$ cat config.mk
export PLATFORM = sky130hd
export DESIGN_NAME = rgf_wb_arbiter
export DESIGN_NICKNAME = d
export VERILOG_FILES = /design/src/rtl/rgf_wb_arbiter.sv
export SDC_FILE = /design/constraint.sdc
export NUM_CORES = 1
export LEC_CHECK = 0
export BUFFER_PORTS_ARGS = -buffer_cell sky130_fd_sc_hd__buf_2
export CAP_MARGIN = 20
export CORE_MARGIN = 2
export CORE_UTILIZATION = 53
export CTS_BUF_LIST = sky130_fd_sc_hd__clkbuf_4
export CTS_CLUSTER_DIAMETER = 60
export CTS_CLUSTER_SIZE = 25
export DETAILED_ROUTE_END_ITERATION = 12
export GPL_TIMING_DRIVEN = 0
export PLACE_DENSITY = 0.82
export SLEW_MARGIN = 0
export SYNTH_ARGS = -nofsm -noshare
export SYNTH_HDL_FRONTEND = slang
export SYNTH_SLANG_ARGS = --single-unit
$ cat constraint.sdc
create_clock -name clk -period 4.8 [get_ports clk]
set_clock_uncertainty 0.15 [all_clocks]
set_input_delay 1.2 -clock clk [delete_from_list [all_inputs] [get_ports clk]]
set_output_delay 1.2 -clock clk [all_outputs]
set_load 0.01 [all_outputs]
$ cat src/rtl/rgf_wb_arbiter.sv
// ---------------------------------------------------------------------------
// rgf_wb_arbiter
//   Shares the register file's single write port between the main pipeline
//   WB stage (source A, normally favoured) and the multi-cycle unit
//   (source B, late results). B is promoted over A after STARVE_LIMIT
//   consecutive refusals. A busy-bit scoreboard tracks destinations with a
//   B result still outstanding and drives the decode RAW stall.
//
// Ports
//   clk, reset             clock, synchronous active-high reset
//   hold                   global pipeline hold, blocks all acceptance
//   a_valid/a_addr/a_data  A write request, a_ready = accepted this cycle
//   b_valid/b_addr/b_data  B write request, b_ready = accepted this cycle
//   issue_valid/issue_addr decode issuing a B-unit op, issue_ready = allowed
//   query_addr_1/_2        decode source registers, stall = one is busy
//   rf_write*              registered write port to mod_register_file
// ---------------------------------------------------------------------------
module rgf_wb_arbiter #(
   parameter int DATA_W          = 32,
   parameter int ADDR_W          = 5,
   parameter int STARVE_LIMIT    = 4,
   parameter int MAX_OUTSTANDING = 4
) (
   input  logic              clk,
   input  logic              reset,
   input  logic              hold,
   input  logic              a_valid,
   input  logic [ADDR_W-1:0] a_addr,
   input  logic [DATA_W-1:0] a_data,
   output logic              a_ready,
   input  logic              b_valid,
   input  logic [ADDR_W-1:0] b_addr,
   input  logic [DATA_W-1:0] b_data,
   output logic              b_ready,
   input  logic              issue_valid,
   input  logic [ADDR_W-1:0] issue_addr,
   output logic              issue_ready,
   input  logic [ADDR_W-1:0] query_addr_1,
   input  logic [ADDR_W-1:0] query_addr_2,
   output logic              stall,
   output logic              rf_write,
   output logic [ADDR_W-1:0] rf_write_address,
   output logic [DATA_W-1:0] rf_write_data
);

   localparam int NREG = 1 << ADDR_W;
   localparam int SC_W = $clog2(STARVE_LIMIT + 1);
   localparam int OC_W = $clog2(MAX_OUTSTANDING + 1);
   localparam logic [SC_W-1:0] STARVE_MAX = SC_W'(STARVE_LIMIT);
   localparam logic [OC_W-1:0] OUT_MAX    = OC_W'(MAX_OUTSTANDING);

   logic [SC_W-1:0]   starve_cnt_q, starve_cnt_d;
   logic [OC_W-1:0]   outstanding_q, outstanding_d;
   logic [NREG-1:0]   busy_q, busy_d;
   logic              rf_write_q, rf_write_d;
   logic              wr_from_b_q, wr_from_b_d;
   logic [ADDR_W-1:0] rf_addr_q, rf_addr_d;
   logic [DATA_W-1:0] rf_data_q, rf_data_d;

   logic b_pri, a_acc, b_acc, issue_acc, sb_set, sb_clr;

   // Arbitration: the readies are mutually exclusive whenever both sources
   // are valid, so at most one acceptance happens per cycle.
   assign b_pri       = (starve_cnt_q >= STARVE_MAX);
   assign a_ready     = !hold && !(b_valid && b_pri);
   assign b_ready     = !hold && (!a_valid || b_pri);
   assign a_acc       = a_valid && a_ready;
   assign b_acc       = b_valid && b_ready;

   // Issue is judged on the current busy bits only; a clear landing this
   // same cycle does not make the register issuable until the next one.
   assign issue_ready = !hold && !busy_q[issue_addr] && (outstanding_q < OUT_MAX);
   assign issue_acc   = issue_valid && issue_ready;
   assign sb_set      = issue_acc && (issue_addr != '0);
   // A B write to a register that is not busy leaves the count alone, so
   // the outstanding counter can never underflow.
   assign sb_clr      = rf_write_q && wr_from_b_q && busy_q[rf_addr_q];

   assign stall            = busy_q[query_addr_1] || busy_q[query_addr_2];
   assign rf_write         = rf_write_q;
   assign rf_write_address = rf_addr_q;
   assign rf_write_data    = rf_data_q;

   always_comb begin
      rf_write_d  = 1'b0;
      wr_from_b_d = 1'b0;
      rf_addr_d   = rf_addr_q;
      rf_data_d   = rf_data_q;
      // Writes to register 0 complete the handshake but never assert the
      // write strobe, so they can neither commit nor clear a busy bit.
      if (a_acc) begin
         rf_write_d = (a_addr != '0);
         rf_addr_d  = a_addr;
         rf_data_d  = a_data;
      end else if (b_acc) begin
         rf_write_d  = (b_addr != '0);
         wr_from_b_d = 1'b1;
         rf_addr_d   = b_addr;
         rf_data_d   = b_data;
      end
   end

   always_comb begin
      starve_cnt_d = starve_cnt_q;
      if (!hold) begin
         if (b_valid && !b_ready) begin
            if (starve_cnt_q < STARVE_MAX) starve_cnt_d = starve_cnt_q + 1'b1;
         end else begin
            starve_cnt_d = '0;
         end
      end
   end

   always_comb begin
      busy_d        = busy_q;
      outstanding_d = outstanding_q;
      // Clear first so that a set on the same register wins.
      if (sb_clr) busy_d[rf_addr_q] = 1'b0;
      if (sb_set) busy_d[issue_addr] = 1'b1;
      busy_d[0] = 1'b0;
      case ({sb_set, sb_clr})
         2'b10:   outstanding_d = outstanding_q + 1'b1;
         2'b01:   outstanding_d = outstanding_q - 1'b1;
         default: outstanding_d = outstanding_q;
      endcase
   end

   always_ff @(posedge clk) begin
      if (reset) begin
         starve_cnt_q  <= '0;
         outstanding_q <= '0;
         busy_q        <= '0;
         rf_write_q    <= 1'b0;
         wr_from_b_q   <= 1'b0;
         rf_addr_q     <= '0;
         rf_data_q     <= '0;
      end else begin
         starve_cnt_q  <= starve_cnt_d;
         outstanding_q <= outstanding_d;
         busy_q        <= busy_d;
         rf_write_q    <= rf_write_d;
         wr_from_b_q   <= wr_from_b_d;
         rf_addr_q     <= rf_addr_d;
         rf_data_q     <= rf_data_d;
      end
   end

endmodule

Word level (Yosys, flattened, before mapping)
Cells that the tools add are included.
Word-level totals
  ROM bits: 0
  register bits: 77
  memories kept: 0
  word-level logic and storage cells: 79
  input port bits: 95
  output and inout port bits: 42
  latch bits: 0
  bits in writable memories: 0
Operators by class
  muxes and demuxes: 24
  multipliers: 0
  div/mod/pow operators: 0
  reduce and logical (&&, ||, !) cells: 28
  equal/unequal tests: 3
  add/subtract/negate cells: 3
  order comparisons: 9
  bitwise logic cells: 4
  shift operators: 0
Operators with widths (count)
  $mux W32: 4
  $and A32 B32 Y32: 1
  $not A32 Y32: 1
  $or A32 B32 Y32: 1
  $lt A5 B6 Y1 const B: 4
  $bmux W1 S5: 4
  $reduce_bool A5 Y1: 3
  $logic_and A1 B1 Y1: 14
  $demux W1 S5: 2
  $ge A5 B1 Y1 const B: 2
  $mux W5: 2
  $mux W1: 9
  $add A3 B1 Y3 const B: 2
  $lt A3 B3 Y1 const B: 2
  $mux W3: 2
  $pmux W3 S2: 1
  $logic_not A1 Y1: 5
  $reduce_bool A2 Y1: 2
  $ge A3 B3 Y1 const B: 1
  $sub A3 B1 Y3 const B: 1
  $eq A2 B1 Y1 const B: 1
  $eq A2 B2 Y1 const B: 1
  $logic_or A1 B1 Y1: 2
  $ne A2 B1 Y1 const B: 1
  3 further kinds: 3

Logic depth before layout (Yosys ltp)
Gate-level depths: netlist of run 1.
  word-level depth: 9
  depth in mapped cells: 12
  gate-level depth less buffers: 11

Least setup slack after synthesis of run 1
Ideal clock, no wire load.
  kind: input to output
  start point: in query_addr_2[0]
  end point: out stall
  stages on the path: 5
  path buffers: 1
  slack: 0.747 ns
  required time: 3.450 ns
  arrival: 2.703 ns
  cells stage by stage: clkbuf_1 mux4_2 mux2_2 o211ai_1 o221ai_1
On the way
  cells in the longest elaborated chain, start to end: 3
RTL lines
  start, declared: RTL line 39  | input logic [ADDR_W-1:0] query_addr_2,
  $bmux W1 S5: RTL line 79  | assign stall = busy_q[query_addr_1] || busy_q[query_addr_2];
  $mux W1 (implied by the code): RTL line 79
  $logic_or A1 B1 Y1: RTL line 79
  end, declared: RTL line 40  | output logic stall,
Every way passes these cells. The select of a mux whose other input is x is not followed.

Final worst setup path of run 1
Ends and elaborated chain as after synthesis.

==> results of run 1 <==
==> routing by layer <==
metal  share of wire, %  track usage [%]
met5                  0                0
met4                5.1            18.33
met3                8.9            7.431
met2                 47            52.86
met1                 39            37.14
==> worst max-delay path by stage <==
stage | endpoint
floorplan | stall
global placement | stall
detailed placement | stall
CTS | stall
global route | issue_ready
finish | stall
==> cell type report <==
class                   count  share of cell area [%]
flip-flops and latches     76                   28.15
clock inverters             6                   1.598
multi-input cells         356                   50.71
well taps                 105                   2.431
repair buffers            132                   12.23
clock buffers              10                   1.389
inverters                   7                  0.4862
plain buffers              34                   3.010
==> cells by family after synthesis <==
| logic type | Yosys count | synth area share (%) |
|---|---|---|
| fa+ha+maj | 3 | 1.012 |
| compound gates | 138 | 21.51 |
| simple gates | 129 | 15.29 |
| buf+inv | 41 | 4.245 |
| flops | 76 | 34.19 |
| mux | 84 | 23.36 |
| xor+xnor | 2 | 0.3937 |
==> sequential cells by signal, indices dropped and copies added, names as in the netlist <==
signal,count
rf_write_data,32
busy_q,31
rf_write_address,5
outstanding_q,3
starve_cnt_q,3
rf_write,1
wr_from_b_q,1
==> power by group through the flow <==
stage | logic (mW) | clock network (mW) | registers, mW
after floorplan | 0.133 | 0 | 0.698
after global placement | 0.242 | 0 | 0.689
after detailed placement | 0.249 | 0 | 0.689
after CTS | 0.250 | 0.455 | 0.676
after global routing | 0.274 | 0.479 | 0.680
final | 0.251 | 0.454 | 0.677
==> placed cells by master (no fill, tap or decap), types with 10 or more instances in the layout <==
cell type	n
a22oi_1	11
dfxtp_1	76
mux2i_1	60
mux4_2	15
clkbuf_1	19
o311ai_0	21
a211oi_1	33
nor2_1	48
a21oi_1	13
o21ai_0	31
o211ai_1	10
clkbuf_4	10
nand2_1	24
buf_2	142
==> per-stage QoR <==
stage	instance area, µm²	power, mW	hold WS (ns)	instances	util [%]
CTS	5404	1.381	0.3874	726	66.10
finish	5404	1.382	0.3960	726	66.10
floorplan	4451	0.8307	0.3316	473	-
global route	5404	1.432	0.4364	726	66.10
global placement	5243	0.9305	0.3508	710	64.13
detailed placement	5243	0.9383	0.3696	710	64.13
==> worst max-delay path, cell delays in order <==
cell,delay (ns)
clkbuf_1,0.44
mux4_2,0.58
mux2_2,0.27
a21oi_1,0.18
o221ai_1,0.14
buf_2,0.15
==> results.toml, run 1 <==
[status]
status = "completed"

[power]
p_leak_nw = 2.162
power_switching_mw = 0.3969
p_int_mw = 0.9852
swShare_pct = 28.72
clockPowerShare_pct = 32.9
ir_drop_mv = 0.1691
p_comb_share_pct = 18.2
power_frac_seq_pct = 49.0
p_per_area_mw_per_mm2 = 255.8

[timing]
setup_viol = 0
min_period_over_period_pct = 89.98
max_freq_mhz = 231.5
finalSetupTns_ns = 0
finalHoldViolCount = 0
min_period_ns = 4.319
setup_slack_ns = 0.4812
max_slew.worst_pin.slew_ns = 0.7182
relSlewSlack_pct = 51.75
rsz0062_at_grt = "no"
slew_violations = 0

[route]
ant_nets = 0
viasPerCell = 6.255
drtIter0Drc = 312
wl_per_cell_um = 19.84
firstDrtPassIters = 5
drt_wl_total_um = 14400
vias = 4541
drc = 0

[grt]
grt_pass1_vias = 4499
gr-total-overflow = 0
grt_pass1_wl_um = 22170
antenna_found_initial = 0
grt_max_degree = 14
grt_usage_pct = 31.70

[synthesis]
yosysSeqAreaShare_pct = 34.19
synth_top_area_share_pct = 34.19
yosysUniqueCellTypes = 54
synth_cells = 473
synth_fp_nets = 571
ys_warn_count = 0
syn_area_per_cell_um2 = 9.409
synth_top_flop_cell = "dfxtp_1"
synth_common_cells = "dfxtp_1, mux2i_1, nor2_1"
syn_area_mm2 = 0.004451
async_flop_share_pct = 0
synth.largest_area_cell = "dfxtp_1"
yosysMostFrequentCell = "dfxtp_1"
yosys-top-cells-area = "dfxtp_1, mux2i_1, mux4_2, a211oi_1, o311ai_0"
ys_ff_latch = 76
synth_edf_count = 0

[die]
pin_count = 137
dieArea_mm2 = 0.009146
row_count = 33
start_util_pct = 54.44
die_y_um = 95.64
dieWidth_um = 95.64
core_mm2 = 0.008175

[clock_network]
h-tree-depth = 3
cts_tree = "yes"
cts_root_buf = "clkbuf_4"
clock-sinks = 76
postCtsSetupBuffers = 0
clockBufferDepth = 2
cts_buffers = 9
cts_resized = 0
cts.hold.buffers_added = 0
clock_latency_ns = 0.44
clk_pin_slew_ns = 0.12

[setup_path]
timing.rr.start = "rf_write_address[1]$_SDFFE_PP0P_"
critPathArrivalTime_ns = 2.97
crit_path_start = "query_addr_2[0]"
worst-path-max-fanout = 7
worstPathRequired_ns = 3.45
reg2reg_slack_ns = 1.25
rr_worst_depth = 12
r2r_end = "outstanding_q[2]$_SDFFE_PP0P_"
critPathKind = "in2out"
worstSetupStartpointType = "primary input"
crit_path_end_kind = "primary output"

[cells_and_area]
syn2layout_area_growth_pct = 21.42
fin_nets = 714
num-fill-cells = 696
diodes = 0
regArea_mm2 = 0.001521
multi_input_area_mm2 = 0.002740
drive_gt1_share_pct = 31.08

[place]
dp_hpwl_um = 10930
io_buffer_count = 132
dp_slack_ns = 0.4524
place.gp.congestion = 0.9710

[hold_path]
min_from = "outstanding_q[2]$_SDFFE_PP0P_"
min_path_type = "reg2reg"
holdPathStages = 2
holdPathEnd = "outstanding_q[2]$_SDFFE_PP0P_"

[job]
max-cap-violations = 0
Note: power is estimated with default switching activity, not from simulation.
==> run 2, diff against run 1 <==
--- a/config.mk
+++ b/config.mk
@@ -8,13 +8,13 @@
 export BUFFER_PORTS_ARGS = -buffer_cell sky130_fd_sc_hd__buf_2
 export CAP_MARGIN = 20
 export CORE_MARGIN = 2
-export CORE_UTILIZATION = 53
+export CORE_UTILIZATION = 50
 export CTS_BUF_LIST = sky130_fd_sc_hd__clkbuf_4
 export CTS_CLUSTER_DIAMETER = 60
 export CTS_CLUSTER_SIZE = 25
 export DETAILED_ROUTE_END_ITERATION = 12
 export GPL_TIMING_DRIVEN = 0
-export PLACE_DENSITY = 0.82
+export PLACE_DENSITY_LB_ADDON = 0.1
 export SLEW_MARGIN = 0
 export SYNTH_ARGS = -nofsm -noshare
 export SYNTH_HDL_FRONTEND = slang
==> results.toml, run 2 (synthesis results as in run 1) <==
[power]
power_switching_mw = 0.3863
ir_drop_mv = 0.1422
p_per_area_mw_per_mm2 = 251.8
power_frac_seq_pct = 49.7
p_comb_share_pct = 18.2
swShare_pct = 28.44
p_total_mw = 1.358
p_int_mw = 0.9721
p_leak_nw = 2.152
clockPowerShare_pct = 32.1

[route]
drt_wl_total_um = 13750
firstDrtPassIters = 5
vias = 4479
viasPerCell = 6.152
ant_nets = 0
drc = 0
drtIter0Drc = 327
wl_per_cell_um = 18.89

[die]
start_util_pct = 51.28
dieArea_mm2 = 0.009672
row_count = 34
die_y_um = 98.35
core_mm2 = 0.008678
dieWidth_um = 98.35
pin_count = 137

[cells_and_area]
mostFrequentLayoutCells = "buf_2, dfxtp_1, mux2i_1"
largest_reg_flops = 32
final_common_cell = "buf_2"
drive_gt1_share_pct = 30.65
syn2layout_area_growth_pct = 21.20
fin_util_pct = 62.15
fin_nets = 714
num-fill-cells = 786
diodes = 0

[timing]
min_period_over_period_pct = 90.42
finalHoldViolCount = 0
finalSetupTns_ns = 0
setup_slack_ns = 0.4600
max_slew.worst_pin.slew_ns = 0.7175
min_period_ns = 4.340
slew_violations = 0
max_freq_mhz = 230.4
rsz0062_at_grt = "no"
setup_viol = 0
relSlewSlack_pct = 51.80

[hold_path]
min_path_type = "reg2reg"
holdPathStages = 2

[grt]
grt_usage_pct = 28.00
grt_max_degree = 13
grt_pass1_wl_um = 21690
antenna_found_initial = 0
gr-total-overflow = 0
grt_pass1_vias = 4417

[place]
place.gp.congestion = 1.007
dp_hpwl_um = 10280
io_buffer_count = 132
dp_slack_ns = 0.4665

[setup_path]
worstSetupStartpointType = "primary input"
crit_path_end_kind = "primary output"
rr_worst_depth = 12
critPathKind = "in2out"
worstPathRequired_ns = 3.45
critPathArrivalTime_ns = 2.99
worst-path-max-fanout = 10
reg2reg_slack_ns = 1.32

[clock_network]
cts_tree = "yes"
cts_resized = 0
clock_latency_ns = 0.43
postCtsSetupBuffers = 0
clock-sinks = 76
clk_pin_slew_ns = 0.12
clockBufferDepth = 2
cts.hold.buffers_added = 0
cts_root_buf = "clkbuf_4"
h-tree-depth = 3
cts_buffers = 9

[status]
status = "completed"

[job]
max-cap-violations = 0
==> run 2: cell count changes in the layout (fill, tap and decap cells not counted) <==
cell      before  now
clkinv_1       0    2
clkinv_2       2    1
inv_6          1    0
clkbuf_4      10    9
==> run 2: cell type report <==
type,count,area [µm²],share of cell area [%]
sequential,76,1521,28.21
clock buffer,9,67.56,1.253
clock inverter,6,80.08,1.485
tap,108,135.1,2.505
multi-input combinational,356,2740,50.80
inverter,7,26.28,0.4871
timing repair buffer,132,660.6,12.25
buffer,34,162.7,3.016
==> run 2: worst max-delay path: stages <==
cell      delay, ns
buf_2          0.12
buf_2          0.28
mux2_2         0.41
nand3_1        0.09
o221ai_1       0.16
nor3_4         0.28
nor4b_1        0.25
buf_2          0.19
==> run 2: metal layers <==
metal,global-route usage (%),vias up,wire (µm)
met5,0,-,0
met4,11.70,0,446
met3,4.438,45,1064
met2,47.57,229,6654
met1,35.40,2097,5588
li1,-,2108,-
==> run 2: power groups by stage <==
stage	combinational (mW)	clock, mW	sequential (mW)
floorplan	0.133	0	0.698
global placement	0.240	0	0.688
detailed placement	0.246	0	0.689
CTS	0.247	0.437	0.675
global route	0.271	0.462	0.680
finish	0.247	0.436	0.675
==> run 2: path summary, 6_finish.rpt <==
check | end | start
worst max-delay path | issue_ready | issue_addr[1]
worst min-delay path | starve_cnt_q[1]$_SDFFE_PP0P_ | starve_cnt_q[1]$_SDFFE_PP0P_
worst max register to register | outstanding_q[2]$_SDFFE_PP0P_ | rf_write_address[1]$_SDFFE_PP0P_
worst min register to register | starve_cnt_q[1]$_SDFFE_PP0P_ | starve_cnt_q[1]$_SDFFE_PP0P_
==> run 2: metrics by stage <==
stage / cell area [µm²] / instances / hold slack, ns
finish: 5394 / 728 / 0.3781
global route: 5394 / 728 / 0.4191
CTS: 5394 / 728 / 0.3895
detailed placement: 5246 / 713 / 0.3613
global placement: 5246 / 713 / 0.3503
floorplan: 4451 / 473 / 0.3316
